$ cat config.mk
export PLATFORM = sky130hd
export DESIGN_NAME = fp_mul_normalize
export DESIGN_NICKNAME = d
export VERILOG_FILES = /design/src/rtl/fp_pkg.sv /design/src/rtl/fp_mant_seq_mult.sv /design/src/rtl/fp_mul_normalize.sv
export SDC_FILE = /design/constraint.sdc
export NUM_CORES = 1
export LEC_CHECK = 0
export CELL_PAD_IN_SITES_DETAIL_PLACEMENT = 0
export CELL_PAD_IN_SITES_GLOBAL_PLACEMENT = 2
export CORE_ASPECT_RATIO = 1.4
export CORE_MARGIN = 5
export CORE_UTILIZATION = 40
export DETAILED_ROUTE_END_ITERATION = 12
export PLACE_DENSITY = 0.92
export SYNTH_ARGS = -nofsm -noshare
export SYNTH_HDL_FRONTEND = slang
export SYNTH_SLANG_ARGS = --single-unit
export TNS_END_PERCENT = 10
$ cat constraint.sdc
create_clock -name clk -period 8.4 [get_ports clk]
set_clock_uncertainty 0.1 [all_clocks]
set_input_delay 1.68 -clock clk [delete_from_list [all_inputs] [get_ports clk]]
set_output_delay 1.68 -clock clk [all_outputs]
set_load 0.005 [all_outputs]
$ cat src/rtl/fp_pkg.sv
// Shared constants, state encoding and operand unpack helper for the
// single-precision multiply front end.
package fp_pkg;

  localparam int MANT_W = 23;
  localparam int EXP_W  = 8;
  localparam int BIAS   = 127;
  localparam int CNT_W  = 5;
  localparam int ACC_W  = 2 * (MANT_W + 1);

  localparam logic [EXP_W-1:0] EXP_MAX  = 8'hFF;
  localparam logic [CNT_W-1:0] LAST_CNT = 5'd23;

  typedef enum logic [1:0] {
    ST_IDLE = 2'd0,
    ST_MULT = 2'd1,
    ST_NORM = 2'd2
  } state_t;

  // Denormals are flushed to zero, so only a nonzero exponent gets the hidden bit.
  function automatic logic [MANT_W:0] unpack_mant(input logic [31:0] op);
    if (op[30:23] == 8'h00) begin
      return {(MANT_W + 1){1'b0}};
    end else begin
      return {1'b1, op[MANT_W-1:0]};
    end
  endfunction

endpackage

$ cat src/rtl/fp_mant_seq_mult.sv
// 24x24 shift-add mantissa multiplier: one partial product per step,
// multiplier bit selected by the iteration counter.
module fp_mant_seq_mult
  import fp_pkg::*;
(
  input  logic               clk,
  input  logic               reset,
  input  logic               i_load,
  input  logic               i_step,
  input  logic [MANT_W:0]    i_mcand,
  input  logic [MANT_W:0]    i_mplier,
  output logic [ACC_W-1:0]   o_acc,
  output logic [CNT_W-1:0]   o_cnt
);

  logic [MANT_W:0]  r_mcand;
  logic [MANT_W:0]  r_mplier;
  logic [ACC_W-1:0] r_acc;
  logic [CNT_W-1:0] r_cnt;
  logic [ACC_W-1:0] w_pp;

  assign w_pp = {{(MANT_W + 1){1'b0}}, r_mcand} << r_cnt;

  // Operand capture on load, then accumulate one shifted partial product per step.
  always_ff @(posedge clk or negedge reset) begin
    if (!reset) begin
      r_mcand  <= {(MANT_W + 1){1'b0}};
      r_mplier <= {(MANT_W + 1){1'b0}};
      r_acc    <= {ACC_W{1'b0}};
      r_cnt    <= {CNT_W{1'b0}};
    end else if (i_load) begin
      r_mcand  <= i_mcand;
      r_mplier <= i_mplier;
      r_acc    <= {ACC_W{1'b0}};
      r_cnt    <= {CNT_W{1'b0}};
    end else if (i_step) begin
      if (r_mplier[r_cnt]) begin
        r_acc <= r_acc + w_pp;
      end
      r_cnt <= r_cnt + 5'd1;
    end
  end

  assign o_acc = r_acc;
  assign o_cnt = r_cnt;

endmodule

$ cat src/rtl/fp_mul_normalize.sv
// Multi-cycle single-precision multiply front end: unpack, sequential mantissa
// multiply, then normalise and produce the biased exponent and exception flags.
module fp_mul_normalize
  import fp_pkg::*;
(
  input  logic        clk,
  input  logic        reset,
  input  logic        start,
  input  logic [31:0] a,
  input  logic [31:0] b,
  output logic        busy,
  output logic        done,
  output logic [24:0] final_product,
  output logic [8:0]  final_exponent,
  output logic        new_sign,
  output logic        exception1,
  output logic        exception2
);

  state_t r_state;
  state_t w_next;

  logic [31:0]      r_a;
  logic [31:0]      r_b;
  logic             r_busy;
  logic             r_done;
  logic [24:0]      r_product;
  logic [8:0]       r_exponent;
  logic             r_sign;
  logic             r_exc1;
  logic             r_exc2;

  logic             w_load;
  logic             w_step;
  logic [ACC_W-1:0] w_acc;
  logic [CNT_W-1:0] w_cnt;

  logic [EXP_W-1:0] w_ea;
  logic [EXP_W-1:0] w_eb;
  logic             w_zero;
  logic             w_exc1;
  logic             w_up;
  logic [9:0]       w_e_u;
  logic signed [9:0] w_e;
  logic [24:0]      w_product;
  logic [8:0]       w_exponent;
  logic             w_exc2_raw;
  logic             w_exc2;

  assign w_load = (r_state == ST_IDLE) && start;
  assign w_step = (r_state == ST_MULT);

  fp_mant_seq_mult u_mult (
    .clk      (clk),
    .reset    (reset),
    .i_load   (w_load),
    .i_step   (w_step),
    .i_mcand  (unpack_mant(a)),
    .i_mplier (unpack_mant(b)),
    .o_acc    (w_acc),
    .o_cnt    (w_cnt)
  );

  // State register.
  always_ff @(posedge clk or negedge reset) begin
    if (!reset) begin
      r_state <= ST_IDLE;
    end else begin
      r_state <= w_next;
    end
  end

  // Next-state logic; start outside IDLE is simply dropped.
  always_comb begin
    w_next = r_state;
    case (r_state)
      ST_IDLE: begin
        if (start) begin
          w_next = ST_MULT;
        end else begin
          w_next = ST_IDLE;
        end
      end
      ST_MULT: begin
        if (w_cnt == LAST_CNT) begin
          w_next = ST_NORM;
        end else begin
          w_next = ST_MULT;
        end
      end
      ST_NORM: w_next = ST_IDLE;
      default: w_next = ST_IDLE;
    endcase
  end

  assign w_ea   = r_a[30:23];
  assign w_eb   = r_b[30:23];
  assign w_zero = (w_ea == 8'h00) || (w_eb == 8'h00);
  assign w_exc1 = (w_ea == EXP_MAX) || (w_eb == EXP_MAX);
  assign w_up   = w_acc[ACC_W-1];
  assign w_e_u  = {2'b00, w_ea} + {2'b00, w_eb} + {9'd0, w_up} - 10'(BIAS);
  assign w_e    = $signed(w_e_u);

  // Normalise, saturate the exponent and resolve the exception flags.
  always_comb begin
    w_product  = 25'd0;
    w_exponent = 9'd0;
    w_exc2_raw = 1'b0;
    if (w_zero) begin
      w_product  = 25'd0;
      w_exponent = 9'd0;
      w_exc2_raw = 1'b0;
    end else begin
      if (w_up) begin
        w_product = {1'b0, w_acc[47:24]};
      end else begin
        w_product = {1'b0, w_acc[46:23]};
      end
      if (w_e >= 10'sd255) begin
        w_exponent = 9'h0FF;
        w_exc2_raw = 1'b1;
      end else if (w_e <= 10'sd0) begin
        w_exponent = 9'h000;
        w_exc2_raw = 1'b1;
      end else begin
        w_exponent = {1'b0, w_e_u[7:0]};
        w_exc2_raw = 1'b0;
      end
    end
    if (w_exc1) begin
      w_exc2 = 1'b0;
    end else begin
      w_exc2 = w_exc2_raw;
    end
  end

  // Operand latch; exponents and signs are read back during NORM.
  always_ff @(posedge clk or negedge reset) begin
    if (!reset) begin
      r_a <= 32'd0;
      r_b <= 32'd0;
    end else if (w_load) begin
      r_a <= a;
      r_b <= b;
    end
  end

  // Handshake flags and result registers; results only move on the NORM edge.
  always_ff @(posedge clk or negedge reset) begin
    if (!reset) begin
      r_busy     <= 1'b0;
      r_done     <= 1'b0;
      r_product  <= 25'd0;
      r_exponent <= 9'd0;
      r_sign     <= 1'b0;
      r_exc1     <= 1'b0;
      r_exc2     <= 1'b0;
    end else begin
      r_busy <= (r_state == ST_MULT);
      r_done <= (r_state == ST_NORM);
      if (r_state == ST_NORM) begin
        r_product  <= w_product;
        r_exponent <= w_exponent;
        r_sign     <= r_a[31] ^ r_b[31];
        r_exc1     <= w_exc1;
        r_exc2     <= w_exc2;
      end
    end
  end

  assign busy           = r_busy;
  assign done           = r_done;
  assign final_product  = r_product;
  assign final_exponent = r_exponent;
  assign new_sign       = r_sign;
  assign exception1     = r_exc1;
  assign exception2     = r_exc2;

endmodule

## Word level (Yosys, flattened, before mapping)

Cells that the tools add are included.
Widths: inputs -> output; s select.

- Bits in registers: 206
- Input port bits: 67
- Output and inout bits: 39
- Word-level logic and storage cells: 61

- Add/subtract/negate cells: 5
- Magnitude comparators: 3
- Equality and inequality tests: 5
- Shift operators: 1
- Mux-type cells: 21
- Bitwise logic cells: 1
- Reductions and logical operators: 11

Operators with widths:

| operator | number |
|---|---|
| $mux 48 | 3 |
| $mux 24 | 4 |
| $add 48x48->48 | 1 |
| $shl 24x5->48 | 1 |
| $logic_not 8->1 | 4 |
| $mux 8 | 3 |
| $eq 8x8->1 const B | 2 |
| $add 9x1->10 | 1 |
| $ge 10x9->1 const B | 1 |
| $le 10x1->1 const B | 1 |
| $mux 5 | 2 |
| $sub 10x7->10 const B | 1 |
| $add 8x8->9 | 1 |
| $lt 5x6->1 const B | 1 |
| $mux 1 | 6 |
| $add 5x1->5 const B | 1 |
| $bmux 1 s5 | 1 |
| $eq 5x5->1 const B | 1 |
| $pmux 2 s2 | 1 |
| $reduce_bool 2->1 | 2 |
| $eq 2x1->1 const B | 1 |
| $eq 2x2->1 const B | 1 |
| $logic_not 2->1 | 1 |
| $logic_or 1x1->1 | 2 |
| 4 further kinds | 4 |

## Longest topological paths before layout

- Word-level depth: 8
- Mapped depth: 21

## Modules after synthesis

Synthesis repeated with hierarchy kept, for this count alone.

- Cell total of the unflattened synthesis: 1318
- Area total of the unflattened synthesis: 11807.6 sq um

Modules (own cells, without submodules):

| module | instances | cells an instance | area each (sq um) |
|---|---|---|---|
| fp_mant_seq_mult | 1 | 972 | 8464.4 |
| fp_mul_normalize | 1 | 346 | 3343.2 |

## Worst setup path after synthesis

OpenSTA, ideal clock, no wires.

- Path type: flip-flop to flip-flop
- From: register u_mult.r_cnt[1], in the netlist u_mult.o_cnt[1]
- To: register u_mult.r_acc[45], in the netlist u_mult.o_acc[45]
- Library setup time: 0.126 ns
- Arrival: 4.070 ns
- Slack: 4.103 ns
- Cell stages (with the launch flop): 19
- Path buffers: 3
- Cell sequence: dfrtp_1 buf_1 buf_2 clkbuf_1 o21ai_0 nand2_1 o21ai_0 o21ai_0 nor2_1 a21oi_1 ha_1 a211oi_1 nor2_1 or3b_2 a21oi_2 a2111oi_4 or2_2 a21o_2 a221o_1

- Cells in the longest elaborated chain, start to end: 5
- Elaborated cells between the ends (all ways): 9

RTL lines:

| what | line | source |
|---|---|---|
| from (decl) | fp_mant_seq_mult.sv:19 | `logic [CNT_W-1:0] r_cnt;` |
| from (signal assigned) | fp_mant_seq_mult.sv:30 | `r_cnt <= {CNT_W{1'b0}};` |
| from (signal assigned) | fp_mant_seq_mult.sv:35 | `r_cnt <= {CNT_W{1'b0}};` |
| from (signal assigned) | fp_mant_seq_mult.sv:40 | `r_cnt <= r_cnt + 5'd1;` |
| $shl 24x5->48 | fp_mant_seq_mult.sv:22 | `assign w_pp = {{(MANT_W + 1){1'b0}}, r_mcand} << r_cnt;` |
| $add 48x48->48 | fp_mant_seq_mult.sv:38 | `r_acc <= r_acc + w_pp;` |
| $mux 48 | fp_mant_seq_mult.sv:37 | `if (r_mplier[r_cnt]) begin` |
| $mux 48 | fp_mant_seq_mult.sv:36 | `end else if (i_step) begin` |
| $mux 48 | fp_mant_seq_mult.sv:31 | `end else if (i_load) begin` |
| to (signal assigned) | fp_mant_seq_mult.sv:29 | `r_acc <= {ACC_W{1'b0}};` |
| to (signal assigned) | fp_mant_seq_mult.sv:34 | `r_acc <= {ACC_W{1'b0}};` |
| to (signal assigned) | fp_mant_seq_mult.sv:38 |  |
| to (decl) | fp_mant_seq_mult.sv:18 | `logic [ACC_W-1:0] r_acc;` |

Parallel ways exist; a longest one is shown, timed or not. The select of a mux whose other input is x is not followed.
A chain may end at the register's enable or synchronous reset.

## Final worst setup path

- From: register u_mult.r_cnt[0], in the netlist u_mult.o_cnt[0]
- To: register u_mult.r_acc[45], in the netlist u_mult.o_acc[45]

The elaborated chain is that of the path after synthesis.

==> impl_metrics.csv <==
group,metric,value,unit
run_status,outcome,"finished clean",
worst_setup_path,setup.worst_path.end_class,"flip-flop",
grt,grt_max_degree,100,
layout,final_cells,1601,
power,netSwitchingFraction,48.5,%
detailed_routing,wire_per_inst,18.7,microns
timing,relSlewSlack,23.3,%
clock_network,ctsHtreeMaxLevel,4,
synthesis,avgSynthCellArea,9.56,sq um
floorplan,ios,106,
timing,min_period,5040,ps
floorplan,start_util,40.2,%
synthesis,synth_cells,1156,
flow_run,max_cap_violations,0,
timing,tightest_slew,1150,ps
clock_network,clk_path_buf_depth,2,
timing,rsz0062_at_grt,"false",
detailed_routing,via_per_inst,5.72,
power,power-per-cell-area,486,nW/um^2
clock_network,post-cts-setup-buffers,0,
layout,multiInputGateArea,6620,sq um
placement,port_buffers,103,
grt,antenna_found_initial,0,
power,pwr-share-seq,21.7,%
power,pwr-share-clk,12.4,%
clock_network,clkTransAtPathRegs,60,ps
power,p_switching,0.00302,W
timing,setup_tns,0,ps
timing,setup_violations,0,
detailed_routing,ant_nets,0,
worst_setup_path,rr_startpoint,"u_mult.o_cnt[0]",
placement,placed_area,12300,sq um
synthesis,synth_area,11000,sq um
layout,n_fill_cell,2679,
clock_network,cts_buffers,17,
floorplan,fp.dieH,207,microns
clock_network,insertion_delay,440,ps
power,power_leakage,5.64,nW
synthesis,synth-edff-count,0,
power,p_int,0.00321,W
detailed_routing,drc,0,
grt,overflow,0,
synthesis,synthArstFlopShare,100,%
synthesis,synth_cell_type_count,86,
synthesis,ys_seq_elements,158,
hold_path,hold_class,"flip-flop to flip-flop",
synthesis,synth_seq_area_share,35.8,%
worst_setup_path,critPathRequiredTime,8620,ps
placement,dp_cells,1569,
floorplan,die_w,150,microns
clock_network,holdBufCountCts,0,
layout,antenna_cells,0,
worst_setup_path,r2r-end,"u_mult.o_acc[45]",
grt,grt_pass1_vias,9228,
layout,areaGrowthSynthToFinish,16.2,%
worst_setup_path,r2r_cells,14,
floorplan,die_area,31100,sq um
placement,place_congestion,0.894,
layout,regArea,3960,sq um
worst_setup_path,path_class,"flip-flop to flip-flop",
worst_setup_path,worst_ep_arrival_time,5260,ps
floorplan,floorplan.rows,72,
floorplan,core,27500,sq um
clock_network,cts_resized,0,
power,p_comb_share,65.8,%
layout,drive_above_1_share,9.99,%
synthesis,ys_warn_count,0,
worst_setup_path,cp_max_fo,39,
detailed_routing,wl,29.9,mm
timing,drv_slew,0,
layout,design_area,12800,sq um
detailed_routing,vias,9156,
timing,fmax,198,MHz
worst_setup_path,r2r_slack,3360,ps
clock_network,cts_root_buf,"clkbuf_16",
clock_network,cts_tree,"yes",
timing,hold_viol_final,0,
layout,nets,1351,
synthesis,synth_flop_cell,"dfrtp_1",
grt,grt_pass1_wl,49.0,mm
worst_setup_path,endpoint,"u_mult.o_acc[45]",
worst_setup_path,cp-startpoint,"u_mult.o_cnt[0]",
grt,grt_usage,19.8,%
worst_setup_path,start_kind,"flip-flop",
clock_network,cts.sinks,158,
layout,post-route-util,46.7,%
detailed_routing,first_pass_iters,5,
detailed_routing,drt_iter0_drc,590,
timing,period_share,60.0,%
power,vdd_drop_max,0.256,mV
placement,hpwl,22.6,mm
[worst min path at each step]
| stage | end | cells past startpoint | slack [ps] | start |
|---|---|---|---|---|
| after floorplan | u_mult.r_mplier[23] | 1 | 340 | u_mult.r_mplier[23] |
| after global placement | u_mult.r_mplier[23] | 1 | 360 | u_mult.r_mplier[23] |
| after detailed placement | u_mult.r_mplier[23] | 1 | 360 | u_mult.r_mplier[23] |
| after CTS | final_product[22] | 2 | 380 | final_product[22] |
| after global routing | final_product[11] | 2 | 400 | final_product[11] |
| final | final_product[12] | 2 | 380 | final_product[12] |
[cell usage after synthesis (all sizes together), types with 4 or more instances]
cell	number	area, sq um
a211oi	7	52.6
a21o	32	244
a21oi	74	374
a22o	86	753
a31oi	5	31.3
a32o	4	40.0
and2	8	51.3
and3	5	32.5
and4	4	35.0
buf	28	141
clkbuf	42	199
dfrtp	158	3950
ha	64	801
inv	28	105
mux2	35	394
mux2i	64	641
mux4	13	293
nand2	105	402
nand2b	8	50.1
nand3	21	105
nand4	18	119
nor2	79	299
nor2b	9	56.3
nor3	13	70.1
nor4	11	68.8
o211ai	7	52.6
o21a	6	45.0
o21ai	89	449
o21bai	13	97.6
o22ai	13	81.3
o31ai	6	55.1
or2	4	25.0
or3	8	50.1
xnor2	27	236
xor2	14	123
[critical path, stage by stage (launching register included)]
cell and delay, ps:
dfrtp_2 1010, mux4_2 640, mux2i_1 210, nor2_1 60, a31oi_1 260, nor2_1 90
ha_1 380, a21oi_1 310, o21ai_0 190, a221oi_2 500, a211o_2 250, a2111oi_4 90
or2_2 330, a21o_2 220, a221o_1 280
[cell usage in the layout, fill, tap and decap left out, types with 17 or more instances in the layout]
master / n
clkdlybuf4s50_1: 102
nor2_1: 77
inv_1: 28
nand3_1: 21
nand2_1: 103
a21oi_1: 72
ha_1: 64
xnor2_1: 27
mux2_2: 35
a22o_1: 86
clkbuf_16: 17
o21ai_0: 86
mux2i_1: 64
a21o_1: 29
nand4_1: 17
dfrtp_1: 157
[per-stage QoR]
| step | hold WS, ps | worst slack, ps | power, W |
|---|---|---|---|
| finish | 376 | 3360 | 0.00624 |
| global route | 404 | 3050 | 0.00678 |
| CTS | 384 | 3380 | 0.00627 |
| detailed placement | 364 | 3410 | 0.00547 |
| global placement | 360 | 3370 | 0.00546 |
| floorplan | 345 | 4100 | 0.00450 |
[layout make-up]
class | count | area share, %
inverter | 29 | 0.848
sequential | 158 | 30.8
tap | 370 | 3.60
timing repair buffer | 114 | 8.68
clock buffer | 22 | 3.69
multi-input combinational | 898 | 51.6
clock inverter | 10 | 0.818
[state kept, by name, indices dropped and copies added (netlist names), 2 cells and up]
| name | cells |
|---|---|
| r_a | 9 |
| final_product | 24 |
| u_mult.o_acc | 48 |
| r_state | 2 |
| u_mult.r_mplier | 24 |
| u_mult.r_mcand | 24 |
| final_exponent | 8 |
| r_b | 9 |
| u_mult.o_cnt | 5 |
[layer usage]
metal | up-vias | track usage, % | share of wire (%) | wire (microns)
li1 | 4443 | - | - | -
met1 | 4468 | 24.1 | 42 | 12500
met2 | 191 | 35.1 | 51 | 15400
met3 | 54 | 2.95 | 3.4 | 1010
met4 | 0 | 7.59 | 3.3 | 991
met5 | - | 0 | 0 | 0
[power by group through the flow]
stage               clock network (W)  registers, W  logic [W]
floorplan                           0       0.00124    0.00326
global placement                    0       0.00136    0.00410
detailed placement                  0       0.00137    0.00410
CTS                          0.000796       0.00136    0.00412
global route                 0.000828       0.00140    0.00455
finish                       0.000776       0.00135    0.00411
[kinds of logic (layout without fill, tap and decap cells)]
logic type | Yosys count | count (layout) | synth area share (%)
adders and majority gates | 66 | 66 | 7.61
AOI/OAI and AO/OA | 373 | 373 | 23.7
other | 1 | 2 | 0.0339
muxes | 112 | 112 | 12.0
xor gates and xnor gates | 41 | 41 | 3.25
DFF | 158 | 158 | 35.8
and+or+nand+nor | 304 | 304 | 13.2
buffers and inverters | 101 | 175 | 4.45
Power figures use the tool's default switching activity.
